==> config.mk <==
export PLATFORM = sky130hd
export DESIGN_NAME = fifo_wptr_full
export DESIGN_NICKNAME = d
export VERILOG_FILES = /design/src/rtl/fifo_wptr_full.sv
export SDC_FILE = /design/constraint.sdc
export NUM_CORES = 1
export LEC_CHECK = 0
export CORE_MARGIN = 5
export CORE_UTILIZATION = 45
export CTS_CLUSTER_DIAMETER = 50
export DETAILED_ROUTE_END_ITERATION = 6
export PLACE_DENSITY = 0.75
export SETUP_SLACK_MARGIN = 0.2
export SYNTH_ARGS = -nofsm -noshare
export SYNTH_HDL_FRONTEND = slang
export SYNTH_SLANG_ARGS = --single-unit
==> constraint.sdc <==
create_clock -name w_clk -period 7.55 [get_ports w_clk]
set_input_delay 1.8875 -clock w_clk [delete_from_list [all_inputs] [get_ports w_clk]]
set_output_delay 1.8875 -clock w_clk [all_outputs]
set_load 0.1 [all_outputs]
==> src/rtl/fifo_wptr_full.sv <==
// fifo_wptr_full: async FIFO write-side pointer, full/almost-full/level and overflow controller
module fifo_wptr_full #(
  parameter int ADDR_WIDTH = 4,
  parameter int AF_THRESH  = 12
) (
  input  logic                  w_clk,
  input  logic                  w_rst,
  input  logic                  w_inc,
  input  logic [ADDR_WIDTH:0]   r_ptr_gray,
  output logic                  w_en,
  output logic [ADDR_WIDTH-1:0] w_addr,
  output logic [ADDR_WIDTH:0]   w_ptr_gray,
  output logic                  w_full,
  output logic                  w_almost_full,
  output logic [ADDR_WIDTH:0]   w_level,
  output logic                  w_overflow
);
  logic [ADDR_WIDTH:0] w_bin, bin_next, gray_next, rq1, rq2, rq2_bin, level_next;
  logic                full_next;
  always_comb begin
    // no memory write while reset is held, so the stored image stays coherent with the zeroed pointer
    w_en       = w_inc & ~w_full & ~w_rst;
    w_addr     = w_bin[ADDR_WIDTH-1:0];
    bin_next   = w_bin + {{ADDR_WIDTH{1'b0}}, w_en};
    gray_next  = (bin_next >> 1) ^ bin_next;
    rq2_bin    = '0;
    for (int k = 0; k <= ADDR_WIDTH; k++) rq2_bin[k] = ^(rq2 >> k);
    level_next = bin_next - rq2_bin;
    full_next  = gray_next == {~rq2[ADDR_WIDTH:ADDR_WIDTH-1], rq2[ADDR_WIDTH-2:0]};
  end
  always_ff @(posedge w_clk)
    if (w_rst) begin
      w_bin         <= '0;
      w_ptr_gray    <= '0;
      rq1           <= '0;
      rq2           <= '0;
      w_level       <= '0;
      w_full        <= 1'b0;
      w_almost_full <= 1'b0;
      w_overflow    <= 1'b0;
    end else begin
      w_bin         <= bin_next;
      w_ptr_gray    <= gray_next;
      rq1           <= r_ptr_gray;
      rq2           <= rq1;
      w_level       <= level_next;
      w_full        <= full_next;
      w_almost_full <= level_next >= (ADDR_WIDTH+1)'(AF_THRESH);
      w_overflow    <= w_overflow | (w_inc & w_full);
    end
endmodule

==> summary.txt <==
Status
  • Status: completed

Synth
  • Top FF cell, synth: dfxtp_1
  • Post-synth EDFFs: 0
  • Yosys warning total: 0
  • Post-synth top area cell: dfxtp_1
  • Asr flop ratio synth: 0%
  • Syn nets: 129
  • Share of synthesized area occupied by flip-flops and latches: 46.45%
  • Post-synth top area share: 46.45%
  • Cell Area, Synth: 1164 sq um
  • Post-synthesis area per instance: 10.12 sq um
  • Largest cells by area after synthesis: dfxtp_1 46%, nor2b_1 8.6%, ha_1 6.5%, xnor2_1 5.3%, xor2_1 5.3%
  • List of most frequent post-synthesis cells: 27 x dfxtp_1, 16 x nor2b_1, 14 x nor2_1
  • Unique cell type count in the Yosys netlist: 28
  • Count leader, synth: dfxtp_1
  • Synthesis-stage register bit count: 27
  • Syn Inst Count: 115

Global route
  • GRT Overall Usage: 10.49%
  • GRT Max-Usage Layer: met2
  • Global route overflow: 0
  • Number of global-route vias before repair: 724
  • GR Util met1: 11.96%
  • Met2 Use GR: 18.47%
  • Grt met3 use: 4.043%
  • Largest net degree at the start of global routing: 30
  • First-pass GRT wire length: 2.953 mm
  • Initial antenna violation count: 0

STA
  • Worst Tran Pin Value: 0.9784 ns
  • Total Neg Setup Slack: 0 ns
  • F_max: 0.1702 GHz
  • Tmin final: 5.875 ns
  • Final period util: 77.82%
  • Final Hold Vio Count: 0
  • RSZ-0062 raised after global routing: no
  • Worst clock skew: 0.001162 ns
  • Worst rel slew slack: 34.57%
  • WHS: 0.4514 ns
  • Setup violators final: 0
  • Final Max Slew Viols: 0

Die
  • Chip Height: 60.85 microns
  • DIE AREA: 3703 sq um
  • Initial Utilization: 46.97%
  • Die X: 60.85 microns
  • Core Box Area: 2477 sq um
  • Ports: 26
  • FP Rows: 18

Clock tree
  • Number of CTS-inserted buffers: 3
  • Setup Fix Bufs, Post-CTS: 0
  • Clock sinks: 27
  • Clock Latency Late Sink: 0.31 ns
  • CTS max path bufs: 2
  • CTS Root Cell: clkbuf_4
  • CTS tree: done
  • Cts hold-fix bufs: 0
  • H-tree levels: 1
  • Clock transition at the registers of the reported paths: 0.13 ns
  • Post_cts resized: 0

Power
  • Lkg Pwr: 0.5866 nW
  • Overall Power: 342.1 uW
  • Pwr per Cell Area: 232.7 nW/um^2
  • Worst VDD drop: 160.8 uV

Drt
  • WL final: 1.824 mm
  • Routed Antenna Nets: 0
  • Vias per inst: 4.825
  • # DRC: 0
  • Number of detailed-route iterations in the first pass: 4
  • WL per Instance: 10.67 microns
  • Vias: 825
  • Initial DRC count: 9

Critical path
  • Kind of start point of the critical path: primary input
  • Slowest CP cell: clkdlybuf4s50_1
  • Critical Path RT: 5.66 ns
  • Crit path DAT: 3.99 ns
  • CP dominant cell by count: clkdlybuf4s50_1
  • Max incr delay on CP: 1.19 ns
  • Critical path peak fanout: 29
  • Worst Setup End Kind: output port
  • Setup Crit Path Kind: primary input to output port
  • Crit-path cells: clkdlybuf4s50_1 -> buf_4 -> nor3b_1 -> clkdlybuf4s50_1

Run
  • Max-cap violations: 0

Place
  • Placer Congestion: 0.7728
  • HPWL Detailed: 1.378 mm
  • Post-DP Area: 1444 sq um
  • I/O Buffers: 25

Layout
  • Nets: 156
  • Share of cells above drive strength 1: 7.801%
  • Post-layout util: 59.34%
  • # diodes: 0
  • Syn-to-layout area delta: 26.34%
  • Fin area: 1470 sq um

Min path
  • Worst Hold Class: flip-flop to flip-flop
-- critical path, delay by kind of cell --
| kind | cells | cell delay [ns] |
|---|---|---|
| simple gates | 1 | 0.29 |
| buf+inv | 3 | 1.80 |
-- cell families (layout without fill, tap and decap cells) --
kind of cell / count (synthesis) / in the layout / synth area share [%]
AND/OR/NAND/NOR: 45 / 45 / 20.97
flip-flops: 27 / 27 / 46.45
XOR/XNOR: 18 / 18 / 16.13
AO/OA/AOI/OAI: 9 / 9 / 6.236
buffers and inverters: 9 / 35 / 2.903
adder cells (fa/ha/maj): 6 / 6 / 6.451
multiplexers: 1 / 1 / 0.8602
-- cells in the final DEF (no fill, tap or decap), types with 2 or more instances in the layout --
| cell type | netlist | routed |
|---|---|---|
| nand3_1 | 3 | 3 |
| clkbuf_4 | 0 | 3 |
| xnor2_2 | 2 | 2 |
| clkdlybuf4s50_1 | 0 | 25 |
| nor2_1 | 14 | 14 |
| nor2b_1 | 16 | 16 |
| a21oi_1 | 3 | 3 |
| xnor2_1 | 7 | 7 |
| dfxtp_1 | 27 | 27 |
| ha_1 | 6 | 6 |
| inv_1 | 5 | 5 |
| nor3b_1 | 2 | 2 |
| xor2_2 | 2 | 2 |
| nand2_1 | 3 | 3 |
| xor2_1 | 7 | 7 |
-- where the power goes --
group	internal, mW	switching, mW
Combinational	0.0377	0.0899
Sequential	0.153	0.00335
Clock	0.0206	0.0374
-- through the flow --
step                cells  worst slack, ns
floorplan             115           0.8159
global placement      167            1.687
detailed placement    167            1.650
CTS                   171            1.648
global route          171            1.595
finish                171            1.675
-- state kept, by name, summed over array words and instances (netlist names) --
| name | cells |
|---|---|
| w_ptr_gray | 5 |
| w_bin | 4 |
| w_overflow | 1 |
| w_level | 5 |
| w_almost_full | 1 |
| rq1 | 5 |
| w_full | 1 |
| rq2 | 5 |
-- metal layers --
layer / share of wire, % / routed length [microns]
met1: 41 / 742
met2: 49 / 898
met3: 9.3 / 169
met4: 0.77 / 14
met5: 0 / 0
-- worst paths after layout --
path	startpoint	endpoint	slack [ns]	cells past startpoint
worst max-delay path	w_rst	w_en	1.67	4
worst min-delay path	rq1[2]$_SDFF_PP0_	rq2[2]$_SDFF_PP0_	0.45	1
worst max register to register	w_full$_SDFF_PP0_	w_almost_full$_SDFF_PP0_	4.50	11
worst min register to register	rq1[2]$_SDFF_PP0_	rq2[2]$_SDFF_PP0_	0.45	1
-- cell type report --
cell class | count | area [sq um]
Timing Repair Buffer | 26 | 257.7
Clock buffer | 4 | 26.28
Inverter | 5 | 18.77
Multi-Input combinational cell | 79 | 589.3
Fill cell | 226 | 1007
Tap cell | 30 | 37.54
Sequential cell | 27 | 540.5
No activity file was read; power rests on OpenSTA's default activity.
